<file path="src/rtl/lsu_pkg.sv">
// Shared types and decode helpers for the load/store unit.
package lsu_pkg;

    localparam int unsigned XLEN = 32;

    typedef enum logic [2:0] {
        IDLE   = 3'd0,
        LOAD   = 3'd1,
        RMW_RD = 3'd2,
        WRITE  = 3'd3,
        RESP   = 3'd4
    } lsu_state_t;

    localparam logic [2:0] F3_B  = 3'b000;
    localparam logic [2:0] F3_H  = 3'b001;
    localparam logic [2:0] F3_W  = 3'b010;
    localparam logic [2:0] F3_BU = 3'b100;
    localparam logic [2:0] F3_HU = 3'b101;

    // Access size in bytes; the low two funct3 bits carry the size for both loads and stores.
    function automatic logic [2:0] lsu_size(input logic [2:0] funct3);
        case (funct3[1:0])
            2'b00:   return 3'd1;
            2'b01:   return 3'd2;
            default: return 3'd4;
        endcase
    endfunction

    function automatic logic lsu_f3_legal(input logic we, input logic [2:0] funct3);
        if (we) begin
            return (funct3 == F3_B) || (funct3 == F3_H) || (funct3 == F3_W);
        end
        return (funct3 == F3_B) || (funct3 == F3_H) || (funct3 == F3_W) ||
               (funct3 == F3_BU) || (funct3 == F3_HU);
    endfunction

endpackage

</file>
<file path="src/rtl/lsu_align.sv">
// Byte/half lane steering: load extract with sign/zero extension, and store lane merge.
module lsu_align
    import lsu_pkg::*;
(
    input  logic [2:0]      i_funct3,
    input  logic [1:0]      i_addr_lo,
    input  logic [XLEN-1:0] i_word,
    input  logic [XLEN-1:0] i_wdata,
    output logic [XLEN-1:0] o_load_data,
    output logic [XLEN-1:0] o_store_word
);

    logic [7:0]  w_byte;
    logic [15:0] w_half;

    always_comb begin
        w_byte = i_word[7:0];
        case (i_addr_lo)
            2'd0:    w_byte = i_word[7:0];
            2'd1:    w_byte = i_word[15:8];
            2'd2:    w_byte = i_word[23:16];
            default: w_byte = i_word[31:24];
        endcase
        w_half = i_addr_lo[1] ? i_word[31:16] : i_word[15:0];
    end

    always_comb begin
        o_load_data = i_word;
        case (i_funct3)
            F3_B:    o_load_data = {{24{w_byte[7]}}, w_byte};
            F3_H:    o_load_data = {{16{w_half[15]}}, w_half};
            F3_BU:   o_load_data = {24'd0, w_byte};
            F3_HU:   o_load_data = {16'd0, w_half};
            default: o_load_data = i_word;
        endcase
    end

    // Store data arrives right-aligned; place it in the lane picked by the low address bits.
    always_comb begin
        o_store_word = i_word;
        case (i_funct3)
            F3_B: begin
                case (i_addr_lo)
                    2'd0:    o_store_word[7:0]   = i_wdata[7:0];
                    2'd1:    o_store_word[15:8]  = i_wdata[7:0];
                    2'd2:    o_store_word[23:16] = i_wdata[7:0];
                    default: o_store_word[31:24] = i_wdata[7:0];
                endcase
            end
            F3_H: begin
                if (i_addr_lo[1]) begin
                    o_store_word[31:16] = i_wdata[15:0];
                end else begin
                    o_store_word[15:0] = i_wdata[15:0];
                end
            end
            default: o_store_word = i_wdata;
        endcase
    end

endmodule

</file>
<file path="src/rtl/load_store_unit.sv">
// MEM-stage load/store initiator: one request at a time, word-aligned memory cycles,
// read-modify-write for sub-word stores.
module load_store_unit
    import lsu_pkg::*;
#(
    parameter int unsigned MEM_BYTES = 128
) (
    input  logic            clk_i,
    input  logic            rst_i,
    input  logic            req_valid_i,
    output logic            req_ready_o,
    input  logic            req_we_i,
    input  logic [2:0]      req_funct3_i,
    input  logic [XLEN-1:0] req_addr_i,
    input  logic [XLEN-1:0] req_wdata_i,
    output logic            resp_valid_o,
    output logic [XLEN-1:0] resp_rdata_o,
    output logic            resp_err_o,
    output logic [XLEN-1:0] mem_addr_o,
    output logic [XLEN-1:0] mem_data_o,
    output logic            mem_read_o,
    output logic            mem_write_o,
    input  logic [XLEN-1:0] mem_data_i
);

    lsu_state_t r_state;
    lsu_state_t w_next_state;

    logic [2:0]      r_funct3;
    logic [1:0]      r_addr_lo;
    logic [XLEN-1:0] r_addr;
    logic [XLEN-1:0] r_wdata;
    logic [XLEN-1:0] r_rdata;
    logic            r_err;

    logic            w_accept;
    logic [2:0]      w_size;
    logic [XLEN:0]   w_end;
    logic            w_misaligned;
    logic            w_req_err;
    logic [XLEN-1:0] w_load_data;
    logic [XLEN-1:0] w_store_word;

    assign w_accept = req_valid_i && (r_state == IDLE);
    assign w_size   = lsu_size(req_funct3_i);

    // One bit wider so an address near 2^32 cannot wrap back into range.
    assign w_end        = {1'b0, req_addr_i} + (XLEN+1)'(w_size);
    assign w_misaligned = ((w_size == 3'd2) && req_addr_i[0]) ||
                          ((w_size == 3'd4) && (req_addr_i[1:0] != 2'b00));
    assign w_req_err    = !lsu_f3_legal(req_we_i, req_funct3_i) || w_misaligned ||
                          (w_end > (XLEN+1)'(MEM_BYTES));

    lsu_align u_align (
        .i_funct3     (r_funct3),
        .i_addr_lo    (r_addr_lo),
        .i_word       (mem_data_i),
        .i_wdata      (r_wdata),
        .o_load_data  (w_load_data),
        .o_store_word (w_store_word)
    );

    always_ff @(posedge clk_i) begin
        if (rst_i) begin
            r_state <= IDLE;
        end else begin
            r_state <= w_next_state;
        end
    end

    always_comb begin
        w_next_state = r_state;
        req_ready_o  = 1'b0;
        resp_valid_o = 1'b0;
        resp_err_o   = 1'b0;
        mem_read_o   = 1'b0;
        mem_write_o  = 1'b0;
        mem_data_o   = '0;
        case (r_state)
            IDLE: begin
                req_ready_o = 1'b1;
                if (w_accept) begin
                    if (w_req_err) begin
                        w_next_state = RESP;
                    end else if (!req_we_i) begin
                        w_next_state = LOAD;
                    end else if (req_funct3_i == F3_W) begin
                        w_next_state = WRITE;
                    end else begin
                        w_next_state = RMW_RD;
                    end
                end
            end
            LOAD: begin
                mem_read_o   = !rst_i;
                w_next_state = RESP;
            end
            RMW_RD: begin
                mem_read_o   = !rst_i;
                w_next_state = WRITE;
            end
            WRITE: begin
                mem_write_o  = !rst_i;
                mem_data_o   = r_wdata;
                w_next_state = RESP;
            end
            RESP: begin
                resp_valid_o = 1'b1;
                resp_err_o   = r_err;
                w_next_state = IDLE;
            end
            default: w_next_state = IDLE;
        endcase
    end

    // Request capture, load result and merged store word.
    always_ff @(posedge clk_i) begin
        if (rst_i) begin
            r_funct3  <= '0;
            r_addr_lo <= '0;
            r_addr    <= '0;
            r_wdata   <= '0;
            r_rdata   <= '0;
            r_err     <= 1'b0;
        end else if (w_accept) begin
            r_funct3  <= req_funct3_i;
            r_addr_lo <= req_addr_i[1:0];
            r_addr    <= {req_addr_i[XLEN-1:2], 2'b00};
            r_wdata   <= req_wdata_i;
            r_rdata   <= '0;
            r_err     <= w_req_err;
        end else if (r_state == LOAD) begin
            r_rdata <= w_load_data;
        end else if (r_state == RMW_RD) begin
            r_wdata <= w_store_word;
        end
    end

    assign resp_rdata_o = r_rdata;
    assign mem_addr_o   = r_addr;

endmodule
</file>
<file path="config.mk">
export PLATFORM = sky130hd
export DESIGN_NAME = load_store_unit
export DESIGN_NICKNAME = d
export VERILOG_FILES = /design/src/rtl/lsu_pkg.sv /design/src/rtl/lsu_align.sv /design/src/rtl/load_store_unit.sv
export SDC_FILE = /design/constraint.sdc
export NUM_CORES = 1
export LEC_CHECK = 0
export ABC_CLOCK_PERIOD_IN_PS = 4500
export BUFFER_PORTS_ARGS = -buffer_cell sky130_fd_sc_hd__buf_2
export CAP_MARGIN = 20
export CORE_MARGIN = 2
export CORE_UTILIZATION = 40
export DETAILED_ROUTE_END_ITERATION = 8
export PLACE_DENSITY = 0.64
export SETUP_SLACK_MARGIN = 0.2
export SLEW_MARGIN = 5
export SYNTH_ARGS = -nofsm -noshare
export SYNTH_HDL_FRONTEND = slang
export SYNTH_SLANG_ARGS = --single-unit
</file>
<file path="constraint.sdc">
create_clock -name clk_i -period 4.5 [get_ports clk_i]
set_clock_uncertainty 0.15 [all_clocks]
set_input_delay 0.45 -clock clk_i [delete_from_list [all_inputs] [get_ports clk_i]]
set_output_delay 0.45 -clock clk_i [all_outputs]
set_load 0.02 [all_outputs]
</file>
[After elaboration in Yosys (flattened, before gate mapping)]
Index checks and enable logic that the tools add are counted.
Cells by class
  order comparisons: 1
  add/sub/neg operators: 1
  reduce and logical (&&, ||, !) cells: 27
  equality and inequality tests: 20
  muxes and demuxes: 28
Operators with widths (count)
  $mux W32: 4
  $pmux W32 S4: 1
  $pmux W32 S2: 1
  $mux W16: 3
  $add A32 B3 Y33: 1
  $gt A33 B8 Y1 const B: 1
  $mux W8: 4
  $pmux W8 S3: 1
  $eq A3 B3 Y1 const B: 6
  $eq A3 B2 Y1 const B: 4
  $eq A3 B1 Y1 const B: 3
  $logic_not A3 Y1: 3
  $mux W1: 9
  $pmux W3 S3: 1
  $logic_or A1 B1 Y1: 7
  $mux W3: 2
  $ne A3 B3 Y1 const B: 2
  $pmux W3 S2: 1
  $reduce_or A2 Y1: 3
  $reduce_and A5 Y1: 1
  $eq A2 B1 Y1 const B: 2
  $logic_not A2 Y1: 2
  $ne A2 B2 Y1 const B: 2
  $reduce_and A4 Y1: 1
  8 further kinds: 12
Word-level totals
  input bits: 103
  word-level logic and storage cells: 86
  output and inout port bits: 101
  register bits: 103

[Longest topological paths before layout]
Gate-level depths: netlist (run 1).
  word-level depth: 12
  depth in mapped cells: 10
  gate-level depth less buffers: 10

[Modules after synthesis]
A second synthesis (run 1) with hierarchy kept.
Unflattened totals
  cells, all modules: 966
  area, all modules: 6540.0 um^2
Modules (own cells, without submodules)
  load_store_unit: instances 1, area each 5180.0 um^2, seq. area each 2062.0 um^2, cells an instance 731
  lsu_align: instances 1, area each 1360.1 um^2, seq. area each 0.0 um^2, cells an instance 235

[Worst setup path before layout (run 1)]
OpenSTA, ideal clock, no wires.
  kind: in2reg
  start: input port req_funct3_i[0]
  end: register r_err
  arrival time: 2659 ps
  slack: 1547 ps
  required time: 4207 ps
  library setup time: 143 ps
  path buffers: 0
  stages: 10
  cells stage by stage: nor2_1 ha_1 fa_1 a21oi_1 nor4_1 a311oi_1 a41oi_1 or4_1 nor3_2 a311oi_1
Between the ends
  word-level cells in the longest chain between the ends: 9
  elaborated cells on any way between the ends: 24
  classes of those cells: add/sub: 1; order compare: 1; eq/ne: 7; mux: 3; reduce/logical: 12
RTL lines
  from (decl): RTL line load_store_unit.sv:13  | input logic [2:0] req_funct3_i,
  parallel branches: the longest is 8 deep, another holds $add A32 B3 Y33
  $logic_or A1 B1 Y1 (*): RTL line load_store_unit.sv:51  | assign w_req_err = !lsu_f3_legal(req_we_i, req_funct3_i) || w_misaligned ||
  to (signal assigned): RTL line load_store_unit.sv:131  | r_err <= w_req_err;
  to (decl): RTL line load_store_unit.sv:34  | logic r_err;
Every way passes the cells marked *. The select of a mux whose other input is x is not followed.
A chain may end at the register's enable or synchronous reset.

[Final worst setup path (run 1)]
  start: input port req_funct3_i[1]
  end: register r_err
Same word-level chain as after synthesis.

==> summary.md, run 1 <==
| Metric | Value |
|---|---|
| Status | finished, final reports clean |
| Worst-margin pin slew | 1.020 ns |
| Post-CTS Setup Bufs | 0 |
| Final nets | 1057 |
| Worst-Skew Late Latency | 0.35 ns |
| CP max FO | 6 |
| Ranking of synthesized cells by area | dfxtp_1 36%, nand2_1 9.9%, a21oi_1 8.7% |
| Final worst-path cycle share | 68.86% |
| Yosys warns | 0 |
| Synth cell types | 58 |
| PwrDens | 302.3 nW/um^2 |
| CP Launch Type | input pin |
| Post-synthesis sequential area ratio | 36.38% |
| Worst R2R End | r_wdata[17] |
| Hold path cells | 3 |
| Final hold viol count | 0 |
| Worst slew margin | 31.52% |
| Placed wire-length estimate | 14.51 mm |
| Most common cell after layout, fill and taps aside | buf_2 |
| Final worst slack | 1.401 ns |
| Fill count | 1482 |
| Hold path startpoint | req_addr_i[3] |
| CTS tree | yes |
| Setup slack, reg-to-reg | 1.42 ns |
| CTS buffer count | 9 |
| CTS clk-pin slew, worst paths | 0.07 ns |
| Die width | 123.0 um |
| Max Freq | 0.3227 GHz |
| Worst-case vdd ir drop | 0.1829 mV |
| GRT overflow | 0 |
| Worst reg-to-reg path cell count | 7 |
| Slowest cell on the critical path | or4_1 |
| Pre-CTS setup slack | 1.061 ns |
| Total Power | 2.137 mW |
| Worst hold-check path type | in2reg |
| Vias in the first global route | 5500 |
| Drc violations | 0 |
| Commonest non-fill, non-tap cells in the layout | 201 x buf_2, 149 x nand2_1, 103 x dfxtp_1, 99 x a21oi_1, 76 x nor2_1 |
| Final core utilization | 50.91% |
| Asr flop ratio synth | 0% |
| Routed vias/inst | 5.531 |
| WS Path Type | in2reg |
| Cell mode on critical path | a311oi_1 |
| Most area-hungry cell type in the Yosys netlist | dfxtp_1 |
| Static leakage | 3.038 nW |
| CTS root buffer | clkbuf_16 |
| GPL Wtd Cong | 0.9286 |
| CTS resizes | 0 |
| Global-route wire length before repair | 29.49 mm |
| Antenna cell count | 0 |
| Hold WS | 0.2010 ns |
| CP max stage delay | 0.55 ns |
| Data arrival, critical path | 3.14 ns |
| Final ANT Viol Nets | 0 |
| Core footprint | 13880 um^2 |
| Initial antenna violation count | 2 |
| Critical R2R Launch | r_funct3[0] |
| EDFF count, synth | 0 |
| Mapped Area | 5668 um^2 |
| Gr usage total | 25.06% |
| Number of buffers inserted by hold repair at cts | 0 |
| Largest net degree at the start of global routing | 48 |
| Ports | 204 |
| Area share of the largest cell type after synthesis | 36.38% |
| Sink Count | 103 |
| Max clock buf depth | 2 |
| Post-Syn Area per Cell | 7.257 um^2 |
| Row Count | 43 |
| # H-tree levels | 3 |
| # setup viols final | 0 |
| Max-slew violations | 0 |
| Area grow syn2layout | 24.68% |
| CP startpoint | req_funct3_i[1] |
| CP endpoint kind | register |
| Starting density of the core | 40.83% |
| Number of buffers added on ports | 201 |
| Worst Hold Path EP | mem_addr_o[3] |
| Total negative setup slack | 0 ns |
| CP Data Required Time | 4.54 ns |
| Total wire length | 19.52 mm |
| Die ar. | 15140 um^2 |
| Post-Syn Instances | 781 |
| Chip height | 123.0 um |
| Wire per inst | 17.22 um |
| First-pass DRT Iterations | 5 |
| RSZ-0062 raised after global routing | no |
| Dominant synthesized flop cell | dfxtp_1 |
| Minimum clock period | 3.099 ns |
| Vias after detailed routing | 6272 |
| Cells along the critical path | buf_2 -> nor2_1 -> ha_1 -> fa_1 -> a21oi_1 -> nor4_1 -> a311oi_1 -> a41oi_1 -> or4_1 -> nor3_2 -> a311oi_1 |
| 1st-iter DRT viols | 528 |
| Layout cells sized above 1 | 25.79% |
| Max-cap violations | 0 |
| Yosys reg bits | 103 |
report_power, final:
group          internal (mW)  switching, mW
Clock                  0.390          0.359
Combinational          0.140          0.255
Sequential             0.956         0.0366
Total                   1.49          0.651
flip-flops by register name, summed over array words and instances, names as in the netlist:
name	flops
resp_rdata_o	32
r_state	3
r_wdata	32
r_funct3	3
mem_addr_o	30
r_addr_lo	2
r_err	1
layer usage:
| metal | vias up | wire (um) | track usage (%) | part of all wire, % |
|---|---|---|---|---|
| met5 | - | 30 | 0 | 0.15 |
| met4 | 4 | 353 | 8.097 | 1.8 |
| met3 | 26 | 1683 | 5.397 | 8.6 |
| met2 | 276 | 8923 | 39.16 | 46 |
| met1 | 2867 | 8532 | 34.47 | 44 |
| li1 | 3099 | - | - | - |
how the worst max path moves through the flow:
stage,to,slack [ns],cells past startpoint
2_1_floorplan,r_err,1.55,10
3_3_place_gp,r_err,1.15,11
3_5_place_dp,r_err,1.06,11
4_1_cts,r_err,1.43,11
5_1_grt,r_wdata[13],1.18,8
6_report,r_err,1.40,11
synth_stat cells (all sizes together) (2+ instances only):
| library cell | number |
|---|---|
| a31oi | 3 |
| and4 | 3 |
| clkbuf | 49 |
| a22oi | 8 |
| nor3 | 19 |
| nor2 | 77 |
| inv | 14 |
| a21oi | 99 |
| mux2i | 12 |
| xnor2 | 2 |
| or3 | 3 |
| a41oi | 2 |
| nor3b | 12 |
| or4 | 2 |
| xor2 | 5 |
| nor2b | 3 |
| and3 | 6 |
| a311oi | 28 |
| o21ai | 45 |
| a211oi | 21 |
| nand3 | 18 |
| or2 | 3 |
| a31o | 2 |
| o31a | 3 |
| o22ai | 10 |
| o221ai | 7 |
| ha | 3 |
| nand4 | 4 |
| buf | 8 |
| and2 | 37 |
| dfxtp | 103 |
| nand2 | 150 |
| nor4 | 5 |
| nand2b | 2 |
per-stage QoR:
step,area [um^2],instances
after floorplan,5672,782
after global placement,6792,1119
after detailed placement,6792,1119
after CTS,7067,1134
after global routing,7067,1134
final,7067,1134
worst max-delay path: cells and delay by family:
kind	cells	cell delay, ns
AO/OA/AOI/OAI	4	0.89
adder cells (fa/ha/maj)	2	0.61
buffers and inverters	1	0.14
AND/OR/NAND/NOR	4	1.04
cell type report:
type	count	area, um^2	area share [%]
sequential	103	2062	29.18
multi-input combinational	608	3348	47.38
clock buffer	11	242.7	3.435
clock inverter	4	32.53	0.4603
tap	180	225.2	3.187
timing repair buffer	214	1104	15.62
inverter	14	52.55	0.7436
kinds of logic (layout without fill, tap and decap cells):
kind of cell	Yosys count	in the layout	share of synthesized area (%)
AO/OA/AOI/OAI	234	234	25.39
XOR/XNOR	7	7	1.082
adder cells (fa/ha/maj)	4	4	1.016
buffers and inverters	71	243	4.856
flip-flops	103	103	36.38
multiplexers	13	13	2.517
other	1	2	0.06616
AND/OR/NAND/NOR	348	348	28.70
(Power assumes the default switching activity.)
==> run 2, diff against run 1 <==
--- a/config.mk
+++ b/config.mk
@@ -5,13 +5,14 @@
 export SDC_FILE = /design/constraint.sdc
 export NUM_CORES = 1
 export LEC_CHECK = 0
-export ABC_CLOCK_PERIOD_IN_PS = 4500
+export ABC_AREA = 1
+export ABC_CLOCK_PERIOD_IN_PS = 3100
 export BUFFER_PORTS_ARGS = -buffer_cell sky130_fd_sc_hd__buf_2
 export CAP_MARGIN = 20
 export CORE_MARGIN = 2
 export CORE_UTILIZATION = 40
 export DETAILED_ROUTE_END_ITERATION = 8
-export PLACE_DENSITY = 0.64
+export PLACE_DENSITY = 0.62
 export SETUP_SLACK_MARGIN = 0.2
 export SLEW_MARGIN = 5
 export SYNTH_ARGS = -nofsm -noshare
==> constraint.sdc (replaced) <==
create_clock -name clk_i -period 3.1 [get_ports clk_i]
set_clock_uncertainty 0.15 [all_clocks]
set_input_delay 0.31 -clock clk_i [delete_from_list [all_inputs] [get_ports clk_i]]
set_output_delay 0.31 -clock clk_i [all_outputs]
set_load 0.02 [all_outputs]
==> run 2 against run 1 <==
Clock power grew 54%. Area after synthesis grew 14%. Hold slack lost 0.12 ns. Via count grew 19%. Global-route usage grew 1.9 points. Critical endpoint is now mem_read_o. Largest cell class unchanged. Critical path type is now reg2out. Wire length grew 19%. Count of clock-buffer cells in the layout shrank 2. Critical path depth shrank 5. Sequential power grew 46%. Die area grew 13%. Cell area grew 12%.
==> summary.md, run 2 <==
| Metric | Value |
|---|---|
| Post-Syn Area per Cell | 6.254 um^2 (was 7.257 um^2) |
| GPL Wtd Cong | 1.014 (was 0.9286) |
| WS Path Type | reg2out (was in2reg) |
| Clk pwr share | 34.4% (was 35.1%) |
| Starting density of the core | 40.74% (was 40.83%) |
| Commonest non-fill, non-tap cells in the layout | 238 x nand2_1, 201 x buf_2, 140 x inv_1, 119 x nor2_1, 119 x o21ai_0 (was 201 x buf_2, 149 x nand2_1, 103 x dfxtp_1, 99 x a21oi_1, 76 x nor2_1) |
| Dominant synthesized flop cell | dfxtp_1 (unchanged) |
| 1st-iter DRT viols | 740 (was 528) |
| Ports | 204 (unchanged) |
| Pre-CTS setup slack | 0.3563 ns (was 1.061 ns) |
| Drc violations | 0 (unchanged) |
| Row Count | 46 (was 43) |
| Internal power | 2.257 mW (was 1.486 mW) |
| Worst-Skew Late Latency | 0.36 ns (was 0.35 ns) |
| Hold WS | 0.08378 ns (was 0.2010 ns) |
| Sequential Area | 2062 um^2 (unchanged) |
| Number of buffers added on ports | 201 (unchanged) |
| Final Cell Area | 7914 um^2 (was 7067 um^2) |
| CTS resizes | 0 (unchanged) |
| Most common library cells after synthesis | 238 x nand2_1, 140 x inv_1, 120 x nor2_1 (was 150 x nand2_1, 103 x dfxtp_1, 99 x a21oi_1) |
| Post-Syn Instances | 1031 (was 781) |
| Max Freq | 0.4102 GHz |
| Yosys reg bits | 103 (unchanged) |
| Asr flop ratio synth | 0% (unchanged) |
| Fill count | 1745 (was 1482) |
| Worst-case vdd ir drop | 0.2614 mV (was 0.1829 mV) |
| Ranking of synthesized cells by area | dfxtp_1 32%, nand2_1 14%, o21ai_0 9.2% (was dfxtp_1 36%, nand2_1 9.9%, a21oi_1 8.7%) |
| RSZ-0062 raised after global routing | no (unchanged) |
| Max clock buf depth | 2 (unchanged) |
| Most area-hungry cell type in the Yosys netlist | dfxtp_1 (unchanged) |
| Mapped Area | 6447 um^2 (was 5668 um^2) |
| Final worst-path cycle share | 78.64% |
| Largest net degree at the start of global routing | 41 (was 48) |
| Gate power share | 22.4% (was 18.5%) |
| Area of the multi-input gates | 3617 um^2 (was 3348 um^2) |
| Worst-margin pin slew | 0.8874 ns (was 1.020 ns) |
| Layout cells sized above 1 | 21.27% (was 25.79%) |
| GRT overflow | 0 (unchanged) |
| Sink Count | 103 (unchanged) |
| Met1 Usage GRT | 34.38% (was 34.47%) |
| Yosys warns | 0 (unchanged) |
| CP Launch Type | register (was input pin) |
| Data arrival, critical path | 1.98 ns (was 3.14 ns) |
| Final worst slack | 0.6623 ns (was 1.401 ns) |
| Total wire length | 23.30 mm (was 19.52 mm) |
| Final hold viol count | 0 (unchanged) |
| Sw Pwr | 1.092 mW (was 0.6507 mW) |
| Sw Share | 32.61% (was 30.45%) |
| Final nets | 1312 (was 1057) |
| Cell Area, Placed | 7627 um^2 (was 6792 um^2) |
| Die width | 131.0 um (was 123.0 um) |
| Routed vias/inst | 5.232 (was 5.531) |
| Core footprint | 15830 um^2 (was 13880 um^2) |
| Number of buffers inserted by hold repair at cts | 0 (unchanged) |
| Post-CTS Setup Bufs | 0 (unchanged) |
| Gr usage total | 26.95% (was 25.06%) |
| Die ar. | 17150 um^2 (was 15140 um^2) |
| Most common cell after layout, fill and taps aside | nand2_1 (was buf_2) |
| Vias after detailed routing | 7450 (was 6272) |
| Seq pwr share | 43.2% (was 46.5%) |
| CTS buffer count | 9 (unchanged) |
| Final core utilization | 50.00% (was 50.91%) |
| Area share of the largest cell type after synthesis | 31.98% (was 36.38%) |
| PwrDens | 423.1 nW/um^2 (was 302.3 nW/um^2) |
| Final ANT Viol Nets | 0 (unchanged) |
| Static leakage | 3.904 nW (was 3.038 nW) |
| CP Data Required Time | 2.64 ns (was 4.54 ns) |
| Synth cell types | 41 (was 58) |
| Worst slew margin | 40.78% (was 31.52%) |
| # H-tree levels | 3 (unchanged) |
| CP max FO | 36 (was 6) |
| Status | finished, final reports clean (unchanged) |
| Vias in the first global route | 6608 (was 5500) |
| Worst hold-check path type | in2reg (unchanged) |
| Setup slack, reg-to-reg | 0.68 ns (was 1.42 ns) |
| Grt met2 use | 45.23% (was 39.16%) |
| Top-count cell post-synth | nand2_1 (unchanged) |
| Wire per inst | 16.36 um (was 17.22 um) |
| Global-route wire length before repair | 35.16 mm (was 29.49 mm) |
| Total negative setup slack | 0 ns (unchanged) |
| Post-synthesis sequential area ratio | 31.98% (was 36.38%) |
| EDFF count, synth | 0 (unchanged) |
| CTS root buffer | clkbuf_16 (unchanged) |
| Chip height | 131.0 um (was 123.0 um) |
| Minimum clock period | 2.438 ns |
| CTS clk-pin slew, worst paths | 0.08 ns (was 0.07 ns) |
| Area grow syn2layout | 22.74% (was 24.68%) |
| CTS tree | yes (unchanged) |
| CP endpoint kind | output port (was register) |
| Initial antenna violation count | 0 (was 2) |
| Placed wire-length estimate | 18.16 mm (was 14.51 mm) |
| Max-slew violations | 0 (unchanged) |
| First-pass DRT Iterations | 5 (unchanged) |
| Antenna cell count | 0 (unchanged) |
| Met3 usage | 6.189% (was 5.397%) |
| # setup viols final | 0 (unchanged) |
| Top Usage Layer GRT | met2 (unchanged) |
| Max-cap violations | 0 (unchanged) |
run 2: path summary, 6_finish.rpt:
| kind | start | endpoint | cells past startpoint |
|---|---|---|---|
| min reg2reg | mem_addr_o[21] | mem_addr_o[21] | 2 |
| max | r_state[2] | mem_read_o | 6 |
| min | req_funct3_i[2] | r_funct3[2] | 3 |
| max reg2reg | r_funct3[1] | r_wdata[14] | 6 |
run 2: stage by stage:
step                power [mW]  std cells
floorplan                1.931       1032
global placement         2.218       1410
detailed placement       2.216       1410
CTS                      3.367       1424
global route             3.510       1424
finish                   3.348       1424
run 2: worst max-delay path, stage by stage (launching register included):
cell and delay (ns):
dfxtp_1 0.32, inv_1 0.13, nand2_1 0.12, nor2_4 0.55, inv_1 0.15, a21oi_1 0.15, buf_2 0.20
run 2: kinds of logic after synthesis:
family	count (synthesis)	share of synthesized area [%]
compound gates	275	25.31
simple gates	438	28.18
mux	7	1.087
other cells	1	0.05816
buf+inv	200	12.09
xor+xnor	3	0.4076
flops	103	31.98
fa+ha+maj	4	0.8928
run 2: final cells by class:
cell class	instances	area share [%]
clock buffer	9	2.846
clock inverter	5	0.7747
inverter	147	7.004
multi-input combinational	729	45.71
sequential	103	26.06
tap	216	3.415
timing repair buffer	215	14.20
run 2: metal layers:
metal | vias to the layer above | share of wire, %
met5 | - | 0
met1 | 3354 | 43
met4 | 0 | 2.8
met2 | 309 | 47
met3 | 41 | 7.9
li1 | 3746 | -
run 2: power by group through the flow:
stage / Sequential [mW] / Clock [mW] / Combinational, mW
5_1_grt: 1.46 / 1.22 / 0.832
3_3_place_gp: 1.48 / 0 / 0.741
6_report: 1.45 / 1.15 / 0.749
4_1_cts: 1.45 / 1.18 / 0.744
2_1_floorplan: 1.49 / 0 / 0.441
3_5_place_dp: 1.48 / 0 / 0.741
==> run 3, diff against run 2 <==
--- a/config.mk
+++ b/config.mk
@@ -5,14 +5,14 @@
 export SDC_FILE = /design/constraint.sdc
 export NUM_CORES = 1
 export LEC_CHECK = 0
-export ABC_AREA = 1
-export ABC_CLOCK_PERIOD_IN_PS = 3100
+export ABC_AREA = 0
+export ABC_CLOCK_PERIOD_IN_PS = 2400
 export BUFFER_PORTS_ARGS = -buffer_cell sky130_fd_sc_hd__buf_2
 export CAP_MARGIN = 20
 export CORE_MARGIN = 2
 export CORE_UTILIZATION = 40
 export DETAILED_ROUTE_END_ITERATION = 8
-export PLACE_DENSITY = 0.62
+export PLACE_DENSITY = 0.64
 export SETUP_SLACK_MARGIN = 0.2
 export SLEW_MARGIN = 5
 export SYNTH_ARGS = -nofsm -noshare
==> constraint.sdc (replaced) <==
create_clock -name clk_i -period 2.4 [get_ports clk_i]
set_clock_uncertainty 0.15 [all_clocks]
set_input_delay 0.24 -clock clk_i [delete_from_list [all_inputs] [get_ports clk_i]]
set_output_delay 0.24 -clock clk_i [all_outputs]
set_load 0.02 [all_outputs]
==> run 3 against run 2 <==
The run now ends with setup timing left. Combinational power grew 12%. Worst setup slack lost 0.68 ns. Global-route usage shrank 1.2 points. First-iteration DRC count shrank 23%. Register-to-register slack lost 0.36 ns. Hold slack lost 0.074 ns. Clock power grew 36%. Non-clock buffer count grew 60.
==> summary.md, run 3 (synthesis gave the netlist of run 1 again) <==
| Metric | Value |
|---|---|
| Gr usage total | 25.78% (was 26.95%) |
| Worst hold-check path type | in2reg (unchanged) |
| Total wire length | 20.15 mm (was 23.30 mm) |
| Final nets | 1118 (was 1312) |
| Max-slew violations | 0 (unchanged) |
| Core footprint | 13880 um^2 (was 15830 um^2) |
| Starting density of the core | 40.83% (was 40.74%) |
| CP Data Required Time | 2.46 ns (was 2.64 ns) |
| Final hold viol count | 0 (unchanged) |
| Row Count | 43 (was 46) |
| Cell Area, Placed | 7232 um^2 (was 7627 um^2) |
| CTS tree | yes (unchanged) |
| First-pass DRT Iterations | 5 (unchanged) |
| Wire per inst | 16.85 um (was 16.36 um) |
| Worst-margin pin slew | 0.5851 ns (was 0.8874 ns) |
| Sequential Area | 2068 um^2 (was 2062 um^2) |
| WS Path Type | in2reg (was reg2out) |
| Setup slack, reg-to-reg | 0.32 ns (was 0.68 ns) |
| Final Cell Area | 7732 um^2 (was 7914 um^2) |
| Die ar. | 15140 um^2 (was 17150 um^2) |
| Status | finished, violations left (was finished, final reports clean) |
| Failing checks | setup timing |
| Final worst-path cycle share | 100.6% |
| Static leakage | 3.411 nW (was 3.904 nW) |
| Vias after detailed routing | 6536 (was 7450) |
| PwrDens | 551.5 nW/um^2 (was 423.1 nW/um^2) |
| Largest net degree at the start of global routing | 68 (was 41) |
| Area grow syn2layout | 36.42% (was 22.74%) |
| Commonest non-fill, non-tap cells in the layout | 200 x buf_2, 148 x nand2_1, 100 x dfxtp_1, 97 x a21oi_1, 75 x nor2_1 (was 238 x nand2_1, 201 x buf_2, 140 x inv_1, 119 x nor2_1, 119 x o21ai_0) |
| CP endpoint kind | register (was output port) |
| CP max FO | 4 (was 36) |
| Worst slew margin | 60.99% (was 40.78%) |
| Max Freq | 0.4144 GHz |
| Total Power | 4.264 mW (was 3.348 mW) |
| Data arrival, critical path | 2.48 ns (was 1.98 ns) |
| Hold path cells | 3 (unchanged) |
| Chip height | 123.0 um (was 131.0 um) |
| Worst-Skew Late Latency | 0.36 ns (about the same) |
| Worst R2R End | r_wdata[29] (was r_wdata[14]) |
| Area of the multi-input gates | 3463 um^2 (was 3617 um^2) |
| Critical R2R Launch | r_funct3[1] (unchanged) |
| # H-tree levels | 3 (unchanged) |
| # setup viols final | 1 (was 0) |
| Initial antenna violation count | 0 (unchanged) |
| Worst-case vdd ir drop | 0.3199 mV (was 0.2614 mV) |
| Number of buffers added on ports | 201 (unchanged) |
| Global-route wire length before repair | 30.63 mm (was 35.16 mm) |
| GPL Wtd Cong | 0.8800 (was 1.014) |
| GRT overflow | 0 (unchanged) |
| Minimum clock period | 2.413 ns |
| Routed vias/inst | 5.465 (was 5.232) |
| 1st-iter DRT viols | 567 (was 740) |
| Most common cell after layout, fill and taps aside | buf_2 (was nand2_1) |
| Fill count | 1378 (was 1745) |
| CTS buffer count | 9 (unchanged) |
| Drc violations | 0 (unchanged) |
| CTS root buffer | clkbuf_16 (unchanged) |
| Worst Hold Path EP | r_wdata[2] (was r_funct3[2]) |
| Layout cells sized above 1 | 31.50% (was 21.27%) |
| Hold WS | 0.009775 ns (was 0.08378 ns) |
| Sink Count | 103 (unchanged) |
| RSZ-0062 raised after global routing | yes (was no) |
| Worst reg-to-reg path cell count | 7 (was 6) |
| Hold path startpoint | mem_data_i[2] (was req_funct3_i[2]) |
| Max clock buf depth | 2 (unchanged) |
| CTS clk-pin slew, worst paths | 0.08 ns (about the same) |
| CP Launch Type | input pin (was register) |
| Final ANT Viol Nets | 0 (unchanged) |
| Placed wire-length estimate | 14.90 mm (was 18.16 mm) |
| Die width | 123.0 um (was 131.0 um) |
| Antenna cell count | 0 (unchanged) |
| Ports | 204 (unchanged) |
| Max-cap violations | 0 (unchanged) |
| Final worst slack | -0.01324 ns (was 0.6623 ns) |
| Vias in the first global route | 5899 (was 6608) |
[run 3: cell count changes in the layout (fill, tap and decap cells not counted), sizes merged, moves of 37 or more]
cell,delta
a21oi,+42
and2,+37
buf,+53
inv,-131
nand2,-94
nor2,-51
o21ai,-83
[run 3: routing by layer]
layer	part of all wire, %	track usage, %
met1	44	34.49
met2	46	41.47
met3	8.0	4.889
met4	2.4	9.304
met5	0	0
[run 3: worst max-delay path by stage]
stage | endpoint | startpoint
after floorplan | r_err | req_funct3_i[0]
after global placement | r_err | req_funct3_i[0]
after detailed placement | r_err | req_funct3_i[0]
after CTS | r_err | req_funct3_i[0]
after global routing | r_err | req_funct3_i[0]
final | r_err | req_funct3_i[0]
[run 3: repair_timing]
item / 4_1_cts / 5_1_grt
endpoints found under the hold margin: 7 / 0
gates cloned: 0 / 2
hold buffers: 7 / 0
setup buffers: 3 / 0
endpoints found under the setup margin: 37 / 48
pin swaps: 6 / 7
gates resized for setup: 9 / 16
[run 3: cell type report]
type / instances / share of cell area, %
clock buffer: 11 / 3.139
clock inverter: 5 / 0.8252
inverter: 14 / 0.6796
multi-input combinational: 608 / 44.79
sequential: 103 / 26.75
tap: 180 / 2.913
timing repair buffer: 275 / 20.91
[run 3: critical path, stage by stage]
cell	delay, ns
buf_8	0.10
nor2_4	0.11
ha_4	0.14
fa_2	0.23
a21oi_4	0.07
or4_4	0.47
o31a_1	0.31
nor4_2	0.25
o2111ai_2	0.18
nor3_4	0.26
a311oi_1	0.11
[run 3: through the flow]
stage / instances / setup slack (ns) / utilization (%) / setup TNS [ns]
after CTS: 1194 / -0.001926 / 55.22 / -0.001926
after floorplan: 782 / -0.1541 / - / -0.5506
after detailed placement: 1168 / -0.5222 / 52.10 / -1.974
after global routing: 1196 / -0.1079 / 55.71 / -0.3189
final: 1196 / -0.01324 / 55.71 / -0.01324
after global placement: 1168 / -0.4539 / 52.10 / -1.714
[run 3: power breakdown]
group          internal [mW]  total, mW  switching [mW]
registers               1.79       1.86          0.0676
logic                  0.335      0.841           0.506
clock network          0.851       1.56           0.713
total                   2.98       4.26            1.29
